==> src/rtl/fetch_prefetch_queue.sv <==
// rtl/fetch_prefetch_queue.sv - prefetching fetch stage with DEPTH-entry queue and one outstanding memory read
// Redirect flushes the queue; a request still in flight is tracked and its response dropped.
module fetch_prefetch_queue #(
  parameter int                 DATA_W    = 16,
  parameter int                 ADDR_W    = 16,
  parameter int                 DEPTH     = 4,
  parameter int                 PC_INCR   = 2,
  parameter logic [ADDR_W-1:0]  RESET_PC  = '0,
  parameter logic [DATA_W-1:0]  NOP_INSTR = DATA_W'(16'h0800)
) (
  input  logic              clk,
  input  logic              rst,
  input  logic              halt,
  input  logic              redirect,
  input  logic [ADDR_W-1:0] redirect_pc,
  input  logic              stall,
  output logic [ADDR_W-1:0] mem_addr,
  output logic              mem_rd,
  input  logic [DATA_W-1:0] mem_data,
  input  logic              mem_done,
  input  logic              mem_stall,
  input  logic              mem_err,
  output logic [DATA_W-1:0] instr,
  output logic              instr_valid,
  output logic [ADDR_W-1:0] next_pc,
  output logic              err,
  output logic              stall_out
);

  localparam int                PW   = $clog2(DEPTH);
  localparam logic [ADDR_W-1:0] INCR = ADDR_W'(PC_INCR);
  localparam logic [PW:0]       FULL = (PW + 1)'(DEPTH);

  logic [ADDR_W-1:0] fpc;
  logic [ADDR_W-1:0] req_addr;
  logic              busy;
  logic              drop;
  logic              err_q;
  logic              stall_q;

  logic [DATA_W-1:0] q_instr [DEPTH];
  logic [ADDR_W-1:0] q_npc   [DEPTH];
  logic [PW-1:0]     head;
  logic [PW-1:0]     tail;
  logic [PW:0]       count;

  logic can_issue;
  logic issue;
  logic done;
  logic enq;
  logic deq;

  // mem_addr comes from req_addr while busy so a redirect cannot disturb a pending read
  assign can_issue = ~busy & ~halt & ~err_q & (count < FULL) & ~redirect;
  assign mem_rd    = ~rst & (busy | can_issue);
  assign mem_addr  = busy ? req_addr : fpc;
  assign issue     = mem_rd & ~busy;
  assign done      = mem_rd & mem_done;
  assign enq       = done & ~drop & ~redirect;
  assign deq       = (count != '0) & ~stall & ~redirect;

  assign instr_valid = (count != '0) & ~redirect;
  assign instr       = instr_valid ? q_instr[head] : NOP_INSTR;
  assign next_pc     = q_npc[head];
  assign err         = err_q;
  assign stall_out   = stall_q;

  always_ff @(posedge clk) begin
    if (rst) begin
      fpc      <= RESET_PC;
      req_addr <= RESET_PC;
      busy     <= 1'b0;
      drop     <= 1'b0;
      err_q    <= 1'b0;
      stall_q  <= 1'b0;
      head     <= '0;
      tail     <= '0;
      count    <= '0;
      for (int i = 0; i < DEPTH; i++) begin
        q_instr[i] <= NOP_INSTR;
        q_npc[i]   <= '0;
      end
    end else begin
      stall_q <= mem_stall;

      if (mem_rd & mem_err) begin
        err_q <= 1'b1;
      end

      if (done) begin
        busy <= 1'b0;
      end else if (issue) begin
        busy     <= 1'b1;
        req_addr <= fpc;
      end

      if (redirect & busy & ~mem_done) begin
        drop <= 1'b1;
      end else if (done) begin
        drop <= 1'b0;
      end

      if (redirect) begin
        fpc <= redirect_pc;
      end else if (enq) begin
        fpc <= fpc + INCR;
      end

      if (redirect) begin
        head  <= '0;
        tail  <= '0;
        count <= '0;
      end else begin
        if (enq) begin
          q_instr[tail] <= mem_data;
          q_npc[tail]   <= fpc + INCR;
          tail          <= tail + 1'b1;
        end
        if (deq) begin
          head <= head + 1'b1;
        end
        case ({enq, deq})
          2'b10:   count <= count + 1'b1;
          2'b01:   count <= count - 1'b1;
          default: count <= count;
        endcase
      end
    end
  end

endmodule
==> config.mk <==
export PLATFORM = sky130hd
export DESIGN_NAME = fetch_prefetch_queue
export DESIGN_NICKNAME = d
export VERILOG_FILES = /design/src/rtl/fetch_prefetch_queue.sv
export SDC_FILE = /design/constraint.sdc
export NUM_CORES = 1
export LEC_CHECK = 0
export ABC_AREA = 1
export CORE_MARGIN = 5
export CORE_UTILIZATION = 45
export DETAILED_ROUTE_END_ITERATION = 8
export GPL_TIMING_DRIVEN = 0
export PLACE_DENSITY = 0.69
export SLEW_MARGIN = 20
export SYNTH_ARGS = -nofsm -noshare
export SYNTH_HDL_FRONTEND = slang
export SYNTH_SLANG_ARGS = --single-unit
==> constraint.sdc <==
create_clock -name clk -period 2.7 [get_ports clk]
set_clock_uncertainty 0.1 [all_clocks]
set_input_delay 0.54 -clock clk [delete_from_list [all_inputs] [get_ports clk]]
set_output_delay 0.54 -clock clk [all_outputs]
set_load 0.005 [all_outputs]
==> out/metrics.csv <==
stage,metric,value,unit
outcome,status,finished clean,
clock_tree,htreeDepth,4,
final_layout,finalInstanceArea,9880,um^2
pwr,pwr-share-seq,0.508,
floorplan,pin_count,92,
synth,synth.most_common_cell,nor2_1,
synth,ys.flop_type,edfxtp_1,
synth,netlist_area,7890,um^2
setup_path,r2r-start,count[2]$_SDFFE_PP0P_,
synth,ys_seq_area_frac,0.601,
pwr,power.internal,0.00454,W
sta,drv_slew,0,
pwr,p_comb_frac,0.065,
pwr,p_per_area,592,nW/um^2
final_layout,area_growth,25.2,%
floorplan,die_h,142,um
detailed_routing,viasPerCell,5.27,
synth,synthArstFlopShare,0,
synth,synth_nets,930,
pwr,switching_share,0.223,
setup_path,path_cells,"clkbuf_4, buf_8, nor2_1, nor2_1, o21ai_0, a21oi_1, clkdlybuf4s50_1",
clock_tree,postCtsSetupRepairBufs,0,
global_route,grt_start_max_net_pins,33,
detailed_routing,firstDrtPassIters,5,
detailed_routing,ant_nets,0,
synth,synth.avg_cell_area,8.90,um^2
worst_hold_path,hp-class,flip-flop to flip-flop,
place,dp_slack,-0.679,ns
setup_path,reg2reg_to,q_npc[1][1]$_SDFFCE_PN0P_,
final_layout,final_layout_size_suffix_gt1_frac,0.0901,
detailed_routing,route.detailed.wl_per_inst,17.1,um
setup_path,cpMaxStageDelayCell,clkdlybuf4s50_1,
sta,hold_ws,0.356,ns
global_route,grt.total_usage,0.214,
place,dp_hpwl,14.2,mm
synth,yosys_warnings,0,
setup_path,path_common_cell,nor2_1,
worst_hold_path,hp-start,req_addr[2]$_SDFFE_PP0P_,
synth,yosys.area.top_type,edfxtp_1,
sta,tightest_slew,0.912,ns
global_route,antenna_found_initial,0,
worst_hold_path,whs_path_depth,2,
sta,setup_viol,0,
sta,max_freq,381,MHz
place,place_congestion,0.882,
synth,synth_top_area_frac,0.487,
setup_path,path_delay_family,buffers and inverters,
setup_path,slowest_delay,0.52,ns
sta,fin_ws,0.0743,ns
place,portBuffers,90,
synth,syn_inst,887,
setup_path,endpoint_kind,output pin,
worst_hold_path,min_to,req_addr[2]$_SDFFE_PP0P_,
detailed_routing,routed_wl,21.1,mm
pwr,power.switching,0.00130,W
clock_tree,numCtsBuffers,17,
clock_tree,clockBufferDepth,2,
sta,min_period_over_period,0.972,
floorplan,core-area,17200,um^2
sta,rsz0062_at_grt,true,
synth,synth_edf_count,128,
synth,synth_cell_types,33,
setup_path,crit_required,2.06,ns
detailed_routing,drcViolationCount,0,
global_route,grt_pass1_vias,6363,
setup_path,timing.critical_path.fanout_max,10,
floorplan,die_w,142,um
final_layout,n_antenna_cell,0,
synth,synthTopCellsByCount,"215 x nor2_1, 142 x nand2_1, 128 x edfxtp_1, 97 x o21ai_0, 75 x inv_1",
clock_tree,cts_tree,yes,
detailed_routing,vias,6511,
setup_path,worst-r2r-setup-slack,0.31,ns
job,cap_violations,0,
setup_path,path_depth,7,
place,placed_cells_incl_taps,1203,
floorplan,dieArea,20300,um^2
sta,final_hold_viol_count,0,
global_route,globalRouteOverflowTotal,0,
global_route,grt_pass1_wl,33.4,mm
floorplan,rows,48,
setup_path,path_class,flip-flop to output pin,
setup_path,reg2reg_depth,8,
pwr,max-vdd-ir-drop,0.472,mV
clock_tree,cts_sinks,173,
pwr,clkPwrFrac,0.426,
final_layout,fin_nets,1040,
setup_path,crit_buf_inv,3,
synth,ys_ff_latch,173,
clock_tree,clkLatencyLatePin,0.43,ns
pwr,p_leak,3.97,nW
place,post_dp_cell_area,9100,um^2
synth,synth_area_leaders,"edfxtp_1 49%, dfxtp_1 11%, nor2_1 10%, nand2_1 6.8%, o21ai_0 6.2%",
detailed_routing,drt_iter0_markers,500,
sta,fin_crit,2.63,ns
sta,relSlewSlack,0.392,
clock_tree,clkTransAtPathRegs,0.06,ns
floorplan,start_util,0.458,
setup_path,cp_data_arrival_time,1.99,ns
setup_path,cp-start-kind,flip-flop,
final_layout,final_cell_count_no_fill,1235,
clock_tree,root_buffer,clkbuf_16,
-- worst max-delay path by stage --
| stage | to | start | slack (ns) |
|---|---|---|---|
| 2_1_floorplan | q_instr[3][0]$_DFFE_PP_ | redirect | 0.14 |
| 3_3_place_gp | q_instr[3][10]$_DFFE_PP_ | rst | -1.08 |
| 3_5_place_dp | q_instr[2][10]$_SDFFCE_PN0P_ | halt | -0.68 |
| 4_1_cts | instr[12] | flip-flop | -0.007 |
| 5_1_grt | instr[0] | flip-flop | -0.02 |
| 6_report | instr[1] | flip-flop | 0.07 |
-- registers in the layout, indices dropped and copies added, names as in the netlist, named ones only --
signal	flops
busy	1
head	2
req_addr	16
q_npc	64
q_instr	64
drop	1
stall_out	1
tail	2
count	3
fpc	16
err	1
-- cell usage in the layout, fill, tap and decap left out, drive strengths merged, types with 2 or more instances in the layout --
| master | netlist | final |
|---|---|---|
| nor2 | 220 | 220 |
| nand2 | 146 | 146 |
| edfxtp | 128 | 128 |
| o21ai | 98 | 98 |
| inv | 76 | 78 |
| clkdlybuf4s50 | 0 | 70 |
| a21oi | 51 | 51 |
| dfxtp | 45 | 45 |
| clkbuf | 31 | 45 |
| nand3 | 33 | 33 |
| buf | 18 | 22 |
| o22ai | 16 | 16 |
| dlymetal6s2s | 0 | 13 |
| clkinv | 3 | 12 |
| dlygate4sd2 | 0 | 7 |
| xor2 | 5 | 5 |
| nand4 | 5 | 5 |
| nor3 | 3 | 3 |
| bufinv | 0 | 3 |
| and3 | 2 | 2 |
| ha | 2 | 2 |
-- cell type report --
cell class,count,area (um^2)
Timing Repair Buffer,92,952
Tap cell,225,282
Buffer,48,334
Sequential cell,173,4750
Clock buffer,17,425
Multi-Input combinational cell,586,2670
Fill cell,1491,7360
Clock inverter,15,171
Inverter,79,299
-- power groups by stage --
stage               clock [W]  sequential, W  combinational (W)
detailed placement          0        0.00303           0.000378
CTS                   0.00250        0.00297           0.000382
finish                0.00249        0.00297           0.000381
floorplan                   0        0.00302           0.000183
global route          0.00260        0.00298           0.000418
global placement            0        0.00303           0.000374
-- per-layer routing --
| layer | track usage | wire [um] | vias to the layer above |
|---|---|---|---|
| met5 | 0 | 0 | - |
| met3 | 0.0393 | 1780 | 33 |
| met2 | 0.368 | 10200 | 286 |
| met4 | 0.0780 | 483 | 0 |
| li1 | - | - | 3161 |
| met1 | 0.270 | 8600 | 3031 |
-- worst reg2reg max path, cell delays in order (launching register included) --
cell     delay (ns)
dfxtp_2        0.34
nor2_1         0.13
nand2_2        0.09
a21oi_4        0.21
nand4_4        0.17
nor2_2         0.19
nand2_1        0.13
buf_2          0.24
nand2_4        0.41
-- cell families (layout without fill, tap and decap cells) --
family,count (synthesis),after routing,synth area share
AND/OR/NAND/NOR,410,410,0.210
buffers and inverters,128,251,0.0655
XOR/XNOR,6,6,0.00666
flip-flops,173,173,0.601
AO/OA/AOI/OAI,167,167,0.111
adder cells (fa/ha/maj),3,3,0.00571
-- stage by stage --
| step | util | TNS, ns | total power, W |
|---|---|---|---|
| CTS | 0.570 | -0.00721 | 0.00585 |
| global placement | 0.527 | -97.48 | 0.00340 |
| global route | 0.573 | -0.0350 | 0.00600 |
| finish | 0.573 | 0 | 0.00585 |
| detailed placement | 0.528 | -69.01 | 0.00341 |
| floorplan | - | 0 | 0.00320 |
-- timing repair --
item | in CTS | in global routing
pin swaps | 8 | 11
hold buffers | 0 | 0
hold endpoints to repair | 0 | 0
gates resized for setup | 62 | 31
gates cloned | 1 | 0
setup endpoints to repair | 139 | 65
(Power assumes the default switching activity.)
